### config.mk
export PLATFORM = sky130hd
export DESIGN_NAME = iab_rx_flat
export DESIGN_NICKNAME = d
export VERILOG_FILES = /design/src/rtl/iab_rx_if.sv /design/src/rtl/iab_rx.sv /design/src/flat_wrapper.sv
export SDC_FILE = /design/constraint.sdc
export NUM_CORES = 1
export LEC_CHECK = 0
export CORE_ASPECT_RATIO = 0.6
export CORE_MARGIN = 10
export CORE_UTILIZATION = 40
export CTS_CLUSTER_DIAMETER = 50
export DETAILED_ROUTE_END_ITERATION = 8
export PLACE_DENSITY = 0.62
export SLEW_MARGIN = 20
export SYNTH_ARGS = -nofsm -noshare
export SYNTH_HDL_FRONTEND = slang
export SYNTH_SLANG_ARGS = --single-unit
### constraint.sdc
create_clock -name clk -period 2.07 [get_ports clk]
set_input_delay 0.207 -clock clk [delete_from_list [all_inputs] [get_ports clk]]
set_output_delay 0.207 -clock clk [all_outputs]
set_load 0.02 [all_outputs]
### src/rtl/iab_rx_if.sv
// IAB receive-side bundle: serializer link (reqIAB/dataIAB/gntIAB/acceptedI)
// plus the consumer handshake (dataI/validI/takenI), error pulse and frame count.
interface iab_rx_if #(
  parameter int unsigned BYTES = 8,
  parameter int unsigned CNT_W = 16
);
  logic                 reqIAB;
  logic [7:0]           dataIAB;
  logic                 gntIAB;
  logic                 acceptedI;
  logic [8*BYTES-1:0]   dataI;
  logic                 validI;
  logic                 takenI;
  logic                 errI;
  logic [CNT_W-1:0]     frameCnt;

  // Serializer and consumer side
  modport master (
    output reqIAB, dataIAB, takenI,
    input  gntIAB, acceptedI, dataI, validI, errI, frameCnt
  );

  // Receiver side
  modport slave (
    input  reqIAB, dataIAB, takenI,
    output gntIAB, acceptedI, dataI, validI, errI, frameCnt
  );
endinterface

### src/rtl/iab_rx.sv
// I-side IAB receiver: grants the byte link, paces bytes with single-cycle
// acceptedI pulses, reassembles BYTES bytes LSB-first and presents the word
// on a valid/taken handshake. A full frame that finds the output occupied
// parks in STALL until the consumer takes the previous word.
module iab_rx #(
  parameter int unsigned BYTES = 8,
  parameter int unsigned GAP   = 1,
  parameter int unsigned CNT_W = 16
) (
  input  logic     clk,
  input  logic     rst,
  iab_rx_if.slave  bus
);

  localparam int unsigned IDX_W = (BYTES > 1) ? $clog2(BYTES) : 1;
  localparam int unsigned GAP_W = (GAP > 1) ? $clog2(GAP) : 1;

  typedef enum logic [2:0] {
    S_IDLE,
    S_GRANT,
    S_PULSE,
    S_GAP,
    S_STALL
  } state_e;

  state_e             state_q, state_d;
  logic [IDX_W-1:0]   idx_q, idx_d;
  logic [GAP_W-1:0]   gap_q, gap_d;
  logic [8*BYTES-1:0] asm_q, asm_d;
  logic [8*BYTES-1:0] data_q, data_d;
  logic               valid_q, valid_d;
  logic               err_q, err_d;
  logic [CNT_W-1:0]   cnt_q, cnt_d;

  logic last_byte;
  logic out_free;
  logic gap_done;
  logic abort;

  assign last_byte = (idx_q == IDX_W'(BYTES - 1));
  assign out_free  = !valid_q || bus.takenI;
  assign gap_done  = (gap_q == GAP_W'(GAP - 1));
  // Dropping the request only aborts before the final capture edge.
  assign abort     = !bus.reqIAB &&
                     ((state_q == S_GRANT) || (state_q == S_GAP) ||
                      ((state_q == S_PULSE) && !last_byte));

  // State and datapath registers
  always_ff @(posedge clk) begin
    if (rst) begin
      state_q <= S_IDLE;
      idx_q   <= '0;
      gap_q   <= '0;
      asm_q   <= '0;
      data_q  <= '0;
      valid_q <= 1'b0;
      err_q   <= 1'b0;
      cnt_q   <= '0;
    end else begin
      state_q <= state_d;
      idx_q   <= idx_d;
      gap_q   <= gap_d;
      asm_q   <= asm_d;
      data_q  <= data_d;
      valid_q <= valid_d;
      err_q   <= err_d;
      cnt_q   <= cnt_d;
    end
  end

  // Next-state selection
  always_comb begin
    state_d = state_q;
    unique case (state_q)
      S_IDLE:  if (bus.reqIAB) state_d = S_GRANT;
      S_GRANT: state_d = abort ? S_IDLE : S_PULSE;
      S_PULSE: begin
        if (abort)           state_d = S_IDLE;
        else if (!last_byte) state_d = S_GAP;
        else if (out_free)   state_d = S_IDLE;
        else                 state_d = S_STALL;
      end
      S_GAP: begin
        if (abort)         state_d = S_IDLE;
        else if (gap_done) state_d = S_PULSE;
      end
      S_STALL: if (bus.takenI) state_d = S_IDLE;
      default: state_d = S_IDLE;
    endcase
  end

  // Capture, word hand-off, counters and error pulse
  always_comb begin
    idx_d   = idx_q;
    gap_d   = gap_q;
    asm_d   = asm_q;
    data_d  = data_q;
    cnt_d   = cnt_q;
    err_d   = 1'b0;
    // takenI retires the current word; a load below overrides this.
    valid_d = valid_q && !bus.takenI;
    if (abort) begin
      idx_d = '0;
      gap_d = '0;
      asm_d = '0;
      err_d = 1'b1;
    end else begin
      unique case (state_q)
        S_PULSE: begin
          for (int unsigned b = 0; b < BYTES; b++) begin
            if (idx_q == IDX_W'(b)) asm_d[b*8 +: 8] = bus.dataIAB;
          end
          gap_d = '0;
          if (!last_byte) begin
            idx_d = idx_q + IDX_W'(1);
          end else begin
            idx_d = '0;
            if (out_free) begin
              data_d  = asm_d;
              valid_d = 1'b1;
              cnt_d   = cnt_q + CNT_W'(1);
            end
          end
        end
        S_GAP: gap_d = gap_done ? '0 : gap_q + GAP_W'(1);
        S_STALL: begin
          if (bus.takenI) begin
            data_d  = asm_q;
            valid_d = 1'b1;
            cnt_d   = cnt_q + CNT_W'(1);
          end
        end
        default: ;
      endcase
    end
  end

  assign bus.gntIAB    = (state_q == S_GRANT) || (state_q == S_PULSE) || (state_q == S_GAP);
  assign bus.acceptedI = (state_q == S_PULSE);
  assign bus.dataI     = data_q;
  assign bus.validI    = valid_q;
  assign bus.errI      = err_q;
  assign bus.frameCnt  = cnt_q;

endmodule

### src/flat_wrapper.sv
// flat-port wrapper written by rule: the top's interface ports become plain ports
module iab_rx_flat 
#(
  parameter int unsigned BYTES = 8,
  parameter int unsigned GAP   = 1,
  parameter int unsigned CNT_W = 16
)
  (clk, rst, bus_reqIAB, bus_dataIAB, bus_takenI, bus_gntIAB, bus_acceptedI, bus_dataI, bus_validI, bus_errI, bus_frameCnt);
  iab_rx_if #(.BYTES(BYTES), .CNT_W(CNT_W)) bus_i ();
  input  logic clk;
  input  logic rst;
  input wire logic [$bits(bus_i.reqIAB)-1:0] bus_reqIAB;
  input wire logic [$bits(bus_i.dataIAB)-1:0] bus_dataIAB;
  input wire logic [$bits(bus_i.takenI)-1:0] bus_takenI;
  output wire logic [$bits(bus_i.gntIAB)-1:0] bus_gntIAB;
  output wire logic [$bits(bus_i.acceptedI)-1:0] bus_acceptedI;
  output wire logic [$bits(bus_i.dataI)-1:0] bus_dataI;
  output wire logic [$bits(bus_i.validI)-1:0] bus_validI;
  output wire logic [$bits(bus_i.errI)-1:0] bus_errI;
  output wire logic [$bits(bus_i.frameCnt)-1:0] bus_frameCnt;
  assign bus_i.reqIAB = bus_reqIAB;
  assign bus_i.dataIAB = bus_dataIAB;
  assign bus_i.takenI = bus_takenI;
  assign bus_gntIAB = bus_i.gntIAB;
  assign bus_acceptedI = bus_i.acceptedI;
  assign bus_dataI = bus_i.dataI;
  assign bus_validI = bus_i.validI;
  assign bus_errI = bus_i.errI;
  assign bus_frameCnt = bus_i.frameCnt;
  iab_rx #(.BYTES(BYTES), .GAP(GAP), .CNT_W(CNT_W)) u_core (.clk(clk), .rst(rst), .bus(bus_i));
endmodule
* Word-level counts from Yosys, hierarchy flattened
Index checks and enable logic that the tools add are counted.
** Word-level totals
- Bits in registers :: 153
- Word-level logic and storage cells :: 81
** Operators by class
- Bitwise gates (word level) :: 1
- Reduce and logical (&&, ||, !) cells :: 19
- Add/sub/neg operators :: 3
- Multiplexer cells :: 34
- Equal/unequal tests :: 16
** Operator list (number)
- 64-bit 2-to-1 mux :: 3
- 64-bit one-hot mux with 2 select lines :: 1
- 8-bit 2-to-1 mux :: 8
- 16-bit 2-to-1 mux :: 3
- 16-bit one-hot mux with 2 select lines :: 1
- 3-bit 2-to-1 mux :: 8
- 16-bit by 1-bit adder with 16-bit output, second input constant :: 1
- 3-bit equality test, second input constant :: 5
- 3-bit one-hot mux with 5 select lines :: 1
- 3-bit by 2-bit equality test with 1-bit output, second input constant :: 4
- 3-bit by 1-bit equality test with 1-bit output, second input constant :: 2
- 3-bit zero test :: 2
- 1-bit 2-to-1 mux :: 6
- 1-bit logical OR :: 5
- 5-bit AND reduction :: 1
- 1-bit zero test :: 4
- 2-bit by 1-bit inequality test with 1-bit output, second input constant :: 2
- 2-bit inequality test, second input constant :: 2
- 1-bit one-hot mux with 2 select lines :: 2
- 2-bit nonzero test :: 2
- 3-bit by 1-bit adder with 3-bit output, second input constant :: 1
- 1-bit logical AND :: 3
- 3-bit inequality test, second input constant :: 1
- 3-bit AND reduction :: 1
- other kinds (4) :: 4

* Depth between registers and ports, before layout
Gate-level depths: netlist (run 1).
- Depth in word-level cells :: 7
- Depth in mapped cells :: 8

* Least setup slack after synthesis (run 1)
OpenSTA, ideal clock, no wires.
- Kind :: reg-to-reg
- From :: register u_core.idx_q[0]
- To :: register u_core.asm_q[32]
- Cell stages (with the launch flop) :: 9
- Setup slack :: 0.001 ns
- Setup time :: 0.128 ns
- Path buffers :: 2
- Data required time :: 1.942 ns
- Data arrival time :: 1.941 ns
- Path through :: dfxtp_1 ha_1 ha_1 inv_1 a21oi_1 o31ai_1 clkbuf_1 clkbuf_1 nor2_1
** Between the ends
- Word-level cells in the longest chain between the ends :: 6
- Elaborated cells between the ends (all ways) :: 8
- Those cells by class :: 2 x eq/ne; 1 x mux; 5 x reduce/logical
** RTL lines
- from (decl) :: line iab_rx.sv:27 : logic [IDX_W-1:0] idx_q, idx_d;
- from (signal assigned) :: line iab_rx.sv:61 : idx_q <= idx_d;
- 3-bit equality test :: line iab_rx.sv:40 : assign last_byte = (idx_q == IDX_W'(BYTES - 1));
- 1-bit zero test :: line iab_rx.sv:46 : ((state_q == S_PULSE) && !last_byte));
- 1-bit logical AND :: line iab_rx.sv:46
- 1-bit logical OR :: line iab_rx.sv:45 : ((state_q == S_GRANT) || (state_q == S_GAP) ||
- 1-bit logical AND :: line iab_rx.sv:44 : assign abort = !bus.reqIAB &&
- 2-bit OR reduction (no line)
- to (signal assigned) :: line iab_rx.sv:63 : asm_q <= asm_d;
- to (decl) :: line iab_rx.sv:29 : logic [8*BYTES-1:0] asm_q, asm_d;
Several ways; a longest one is shown, not always the timed one.
A chain may end at the register's enable or synchronous reset.

* Final worst setup path (run 1)
- From :: register u_core.state_q[2]
- To :: output port bus_acceptedI
** Between the ends
- Word-level cells in the longest chain between the ends :: 1
** RTL lines
- from (decl) :: line iab_rx.sv:26 : state_e state_q, state_d;
- from (signal assigned) :: line iab_rx.sv:60 : state_q <= state_d;
- 3-bit by 2-bit equality test with 1-bit output :: line iab_rx.sv:139 : assign bus.acceptedI = (state_q == S_PULSE);
- to (decl) :: line flat_wrapper.sv:16 : output wire logic [$bits(bus_i.acceptedI)-1:0] bus_acceptedI;
Every way passes these cells.

==> results.cfg, run 1 <==
[power_and_ir_drop]
p_per_area_nw_per_um2 = 773
combPwrFrac_pct = 4.0
clkPwrFrac_pct = 49.6
p_int_w = 0.00494
power_switching_share_pct = 21.9
p_switching_w = 0.00139
irDropWorstVdd_mv = 0.551
power.leakage_nw = 3.22
p_seq_share_pct = 46.5

[floorplan]
die_area_um2 = 21200
start_util_pct = 40.8
chipWidth_um = 181
num_rows = 35
core_area_um2 = 15300
die_height_um = 117
io_pins = 96

[min_path]
hp-class = reg -> reg
hold_end = u_core.asm_q[11]$_SDFFE_PP0P_
hold_start = u_core.asm_q[11]$_SDFFE_PP0P_
hold_depth = 2

[sta]
final_hold_viol_count = 0
setup_tns_ps = 0
skew_ps = 13.7
rsz0062_at_grt = false
worstMarginPinSlew_ps = 519
period_needed_ps = 1950
slew_headroom_pct = 65.3
whs_ps = 454
finalCritPeriodShare_pct = 94.4
final-setup-viol-count = 0
slew_viol_final = 0
fmax_mhz = 512

[critical_path]
crit_path_end_kind = output port
required_ps = 1860
path_class = reg -> out
cp-start-kind = register
r2r_start = u_core.bus.frameCnt[3]$_SDFFE_PP0P_
reg2reg_to = u_core.bus.frameCnt[14]$_SDFFE_PP0P_
path_max_fanout = 15
reg2reg_depth = 4
arrival_ps = 1750
reg2reg_slack_ps = 150

[synth]
ys_ff_latch = 152
synth_fp_nets = 734
syn_avg_cell_area_um2 = 8.74
netlist_area_um2 = 6250
yosysUniqueCellTypes = 37
ys.warnings.count = 0
ys_seq_area_share_pct = 48.7
synthCells = 715

[cells_and_area]
multi_input_area_um2 = 2990
fin_util_pct = 53.4
syn_to_final_growth_pct = 31.1
final_common_cell = dfxtp_1
diodes = 0
final_nets = 826
drive_gt1_share_pct = 9.65
final_area_um2 = 8190
fill_cells = 1384
stdcell_count = 1022
most-common-layout-cells = 151 x dfxtp_1, 139 x a21oi_1, 94 x clkdlybuf4s50_1, 74 x nand2_1, 73 x mux2i_1
seqCellArea_um2 = 3040

[grt]
grt.overflow.total = 0
grt_max_degree = 65
grt_pass1_wl_um = 28400
grt_pass1_vias = 5368
antenna_found_initial = 0
grt_usage_pct = 16.4

[clock_network]
clock_sinks = 152
cts_max_level = 4
cts_tree = done
cts_root_buf = clkbuf_16
cts_hold_buf = 0
clk_path_buf_depth = 2
path_clk_slew_ps = 60
clk_latency_ps = 410
cts_setup_buffers = 0
cts_made_buffers = 17

[drt]
first_pass_iters = 5
drc_errors = 0
drtIter0Drc = 464
vias = 5558
drtAntennaViolNets = 0
vias_per_cell = 5.44
wirelength_um = 17500
wl_per_cell_um = 17.1

[place]
dp_hpwl_um = 11800
io_buffers = 95
gp_routability_congestion = 0.784
dp_cells = 991
dpl_cell_area_um2 = 7580

[run]
maxCapViolCount = 0

[outcome]
status = complete, no violations
==> kinds of logic after synthesis <==
logic type	Yosys count	share of synthesized area, %
AO/OA/AOI/OAI	223	18.7
flip-flops	152	48.7
multiplexers	73	11.7
AND/OR/NAND/NOR	194	15.1
buffers and inverters	65	4.29
adder cells (fa/ha/maj)	7	1.40
XOR/XNOR	1	0.140
==> state kept, by name, summed over array words and instances, names as in the netlist <==
register,cells
u_core.asm_q,64
u_core.bus.errI,1
u_core.bus.validI,1
u_core.idx_q,3
u_core.bus.dataI,64
u_core.state_q,3
u_core.bus.frameCnt,16
==> cell usage after synthesis (all sizes together) <==
cell type / instances / share of area [%]
o21ai: 69 / 5.5
xnor2: 1 / 0.14
a21oi: 139 / 11
nand3: 52 / 4.6
and4: 1 / 0.14
nor3b: 2 / 0.32
a211oi: 1 / 0.12
o31ai: 8 / 0.96
mux2i: 73 / 12
ha: 7 / 1.4
a32o: 1 / 0.16
nor4b: 1 / 0.24
nor2: 34 / 2.0
clkbuf: 45 / 2.7
nand4: 5 / 0.50
o31a: 1 / 0.14
a32oi: 1 / 0.26
and2: 3 / 0.30
dfxtp: 152 / 49
or4: 6 / 0.72
inv: 7 / 0.42
o41ai: 2 / 0.28
o21a: 1 / 0.12
or3b: 1 / 0.14
nand2b: 1 / 0.10
buf: 13 / 1.2
nand4b: 1 / 0.14
nor4: 3 / 0.30
or4b: 1 / 0.16
nor3: 2 / 0.16
or3: 7 / 0.70
nand2: 74 / 4.4
==> critical path, stage by stage (launching register included) <==
cell	delay [ps]
dfxtp_1	350
buf_4	180
nor3b_4	270
buf_12	180
dlygate4sd2_1	360
==> power groups by stage <==
stage / sequential, W / combinational (W) / clock [W]
after floorplan: 0.00300 / 0.000128 / 0
after global placement: 0.00300 / 0.000245 / 0
after detailed placement: 0.00300 / 0.000249 / 0
after CTS: 0.00294 / 0.000251 / 0.00319
after global routing: 0.00294 / 0.000270 / 0.00332
final: 0.00294 / 0.000252 / 0.00314
==> through the flow <==
stage / power (W) / setup WS, ps
finish: 0.00633 / 117
global route: 0.00653 / 26.4
CTS: 0.00638 / 29.8
detailed placement: 0.00325 / 113
global placement: 0.00325 / 155
floorplan: 0.00313 / 1.11
==> final cells by class <==
class	instances	area share [%]
Multi-Input combinational cell	498	36.5
Tap cell	203	3.10
Inverter	7	0.321
Clock inverter	11	1.80
Clock buffer	20	5.45
Sequential cell	152	37.2
Timing Repair Buffer	131	15.7
==> layer usage <==
layer | track usage [%] | routed length [µm] | up-vias
met4 | 4.70 | 78 | 0
met5 | 0 | 0 | -
li1 | - | - | 2724
met3 | 4.54 | 1230 | 7
met1 | 22.3 | 8700 | 2647
met2 | 24.9 | 7500 | 180
==> worst max-delay path by stage <==
| stage | from | to | slack, ps | cells past startpoint |
|---|---|---|---|---|
| 5_1_grt | u_core.bus.frameCnt[3]$_SDFFE_PP0P_ | u_core.bus.frameCnt[10]$_SDFFE_PP0P_ | 30 | 4 |
| 3_3_place_gp | bus_takenI | u_core.bus.frameCnt[5]$_SDFFE_PP0P_ | 150 | 6 |
| 3_5_place_dp | u_core.state_q[2]$_SDFFE_PP0P_ | u_core.bus.frameCnt[7]$_SDFFE_PP0P_ | 110 | 6 |
| 2_1_floorplan | u_core.idx_q[0]$_SDFFE_PP0P_ | u_core.asm_q[32]$_SDFFE_PP0P_ | 1 | 8 |
| 6_report | u_core.state_q[2]$_SDFFE_PP0P_ | bus_acceptedI | 120 | 4 |
| 4_1_cts | u_core.state_q[2]$_SDFFE_PP0P_ | bus_acceptedI | 30 | 4 |
==> what timing repair did <==
| action | CTS | global route |
|---|---|---|
| endpoints found under the setup margin | 1 | 8 |
| hold endpoints to repair | 0 | 0 |
| resized for setup | 1 | 4 |
| gates cloned | 0 | 0 |
No activity file was read; power rests on OpenSTA's default activity.
==> run 2: changes to the inputs <==
Settings changed: DONT_BUFFER_PORTS set to 1, PLACE_DENSITY 0.62 to 0.53, TNS_END_PERCENT set to 100.
==> run 2 against run 1 <==
Net effect: cell count is 7.9% lower; critical path type is now reg -> reg; clock skew is 2.9 ps lower; non-clock buffer count is 83 lower; worst setup slack worse by 5.8 ps; largest cell class unchanged; register-to-register slack worse by 40 ps; critical endpoint is now u_core.bus.frameCnt[10]$_SDFFE_PP0P_.
==> results.cfg, run 2 (same netlist as run 1, synthesis figures left out) <==
[power_and_ir_drop]
p_seq_share_pct = 45.4
p_switching_w = 0.00146
power_switching_share_pct = 22.6
combPwrFrac_pct = 3.4
power.leakage_nw = 2.98
p_total_w = 0.00647
irDropWorstVdd_mv = 0.499
p_int_w = 0.00501
clkPwrFrac_pct = 51.1
p_per_area_nw_per_um2 = 876

[critical_path]
endpoint = u_core.bus.frameCnt[10]$_SDFFE_PP0P_
crit_chain = nor3b_1 > buf_4 > a32oi_2 > buf_12 > or4_1 > a21oi_1
r2r_start = u_core.state_q[2]$_SDFFE_PP0P_
slowest_stage = or4_1
cp_slowest_stage_delay_ps = 510
path_buf_inv = 2
crit_family = simple AND/OR/NAND/NOR gates
reg2reg_to = u_core.bus.frameCnt[10]$_SDFFE_PP0P_
cp.depth = 6
cp-start-kind = register
reg2reg_depth = 6
required_ps = 2410
path_class = reg -> reg
path_max_fanout = 42
crit_path_end_kind = register
arrival_ps = 2300
startpoint = u_core.state_q[2]$_SDFFE_PP0P_
reg2reg_slack_ps = 110

[clock_network]
clk_path_buf_depth = 2
cts_root_buf = clkbuf_16
cts_tree = done
cts_made_buffers = 17
cts_max_level = 4
clk_latency_ps = 420
clock_sinks = 152
path_clk_slew_ps = 70

[min_path]
hp-class = in -> reg
hold_depth = 2

[floorplan]
start_util_pct = 40.8
io_pins = 96
die_area_um2 = 21200
chipWidth_um = 181
num_rows = 35
core_area_um2 = 15300
die_height_um = 117

[drt]
wirelength_um = 19400
drc_errors = 0
wl_per_cell_um = 20.6
vias = 5338
first_pass_iters = 5
drtIter0Drc = 509
vias_per_cell = 5.67
drtAntennaViolNets = 0

[cells_and_area]
drive_gt1_share_pct = 10.9
final_nets = 743
final_common_cell = dfxtp_1
fill_cells = 1438
stdcell_count = 941
final_area_um2 = 7390
most-common-layout-cells = 152 x dfxtp_1, 139 x a21oi_1, 74 x nand2_1, 73 x mux2i_1, 69 x o21ai_0
syn_to_final_growth_pct = 18.2

[run]
maxCapViolCount = 0

[grt]
grt_pass1_vias = 5150
grt_pass1_wl_um = 30000
grt_usage_pct = 18.0
antenna_found_initial = 0
grt.overflow.total = 0
grt_max_degree = 69

[place]
dpl_cell_area_um2 = 6600
gp_routability_congestion = 0.761
dp_cells = 894
dp_hpwl_um = 11800
io_buffers = 0

[sta]
worstMarginPinSlew_ps = 735
period_needed_ps = 1960
finalCritPeriodShare_pct = 94.6
fmax_mhz = 510
slew_headroom_pct = 50.9
whs_ps = 8.84
final_hold_viol_count = 0
slew_viol_final = 0
final-setup-viol-count = 0
skew_ps = 10.9

[outcome]
status = complete, no violations
run 2: cell types whose count changed in the layout (fill, tap and decap cells not counted), moves of 2 or more:
| cell | previous run | this run |
|---|---|---|
| clkinv_4 | 0 | 3 |
| clkbuf_8 | 1 | 3 |
| clkinvlp_4 | 4 | 2 |
| clkbuf_1 | 2 | 0 |
| clkdlybuf4s50_1 | 94 | 0 |
| buf_4 | 31 | 29 |
| dlygate4sd3_1 | 0 | 14 |
run 2: metal layers:
layer	global-route usage (%)	vias up	share of wire, %
li1	-	2563	-
met1	24.5	2565	48
met2	26.6	185	41
met3	6.79	25	9.5
met4	3.99	0	1.2
met5	0	-	0
run 2: how the worst min path moves through the flow:
stage	endpoint	startpoint	slack, ps
2_1_floorplan	u_core.bus.errI$_SDFF_PP0_	bus_reqIAB	290
5_1_grt	u_core.bus.dataI[40]$_SDFFE_PP0P_	bus_dataIAB[0]	8
3_3_place_gp	u_core.bus.frameCnt[5]$_SDFFE_PP0P_	rst	280
6_report	u_core.bus.dataI[40]$_SDFFE_PP0P_	bus_dataIAB[0]	9
3_5_place_dp	u_core.bus.frameCnt[5]$_SDFFE_PP0P_	rst	280
4_1_cts	u_core.bus.dataI[40]$_SDFFE_PP0P_	bus_dataIAB[0]	0.5
run 2: cell type report:
cell class	count	area, µm²	area share [%]
antenna	1	2.50	0.0339
clock buffer	20	467	6.32
clock inverter	12	165	2.24
inverter	7	26.3	0.356
multi-input combinational	498	2980	40.3
sequential	152	3040	41.2
tap	203	254	3.44
timing repair buffer	48	449	6.08
run 2: power groups by stage:
stage / clock network, W / logic [W] / registers [W]
finish: 0.00331 / 0.000223 / 0.00294
global route: 0.00348 / 0.000236 / 0.00294
CTS: 0.00335 / 0.000221 / 0.00294
detailed placement: 0 / 0.000151 / 0.00301
global placement: 0 / 0.000147 / 0.00300
floorplan: 0 / 0.000128 / 0.00300
run 2: timing repair:
item                                    4_1_cts  5_1_grt
hold buffers                                 14        0
setup buffers                                 0        0
resized for setup                             0        4
endpoints found under the setup margin        0       22
hold endpoints to repair                    100        0
run 2: per-stage QoR:
stage | setup TNS (ps) | util, % | setup slack (ps)
finish | 0 | 48.2 | 111
global route | -17.2 | 48.2 | -12.2
CTS | 0 | 48.1 | 98.0
detailed placement | 0 | 43.1 | 118
global placement | 0 | 43.1 | 160
floorplan | 0 | - | 1.11
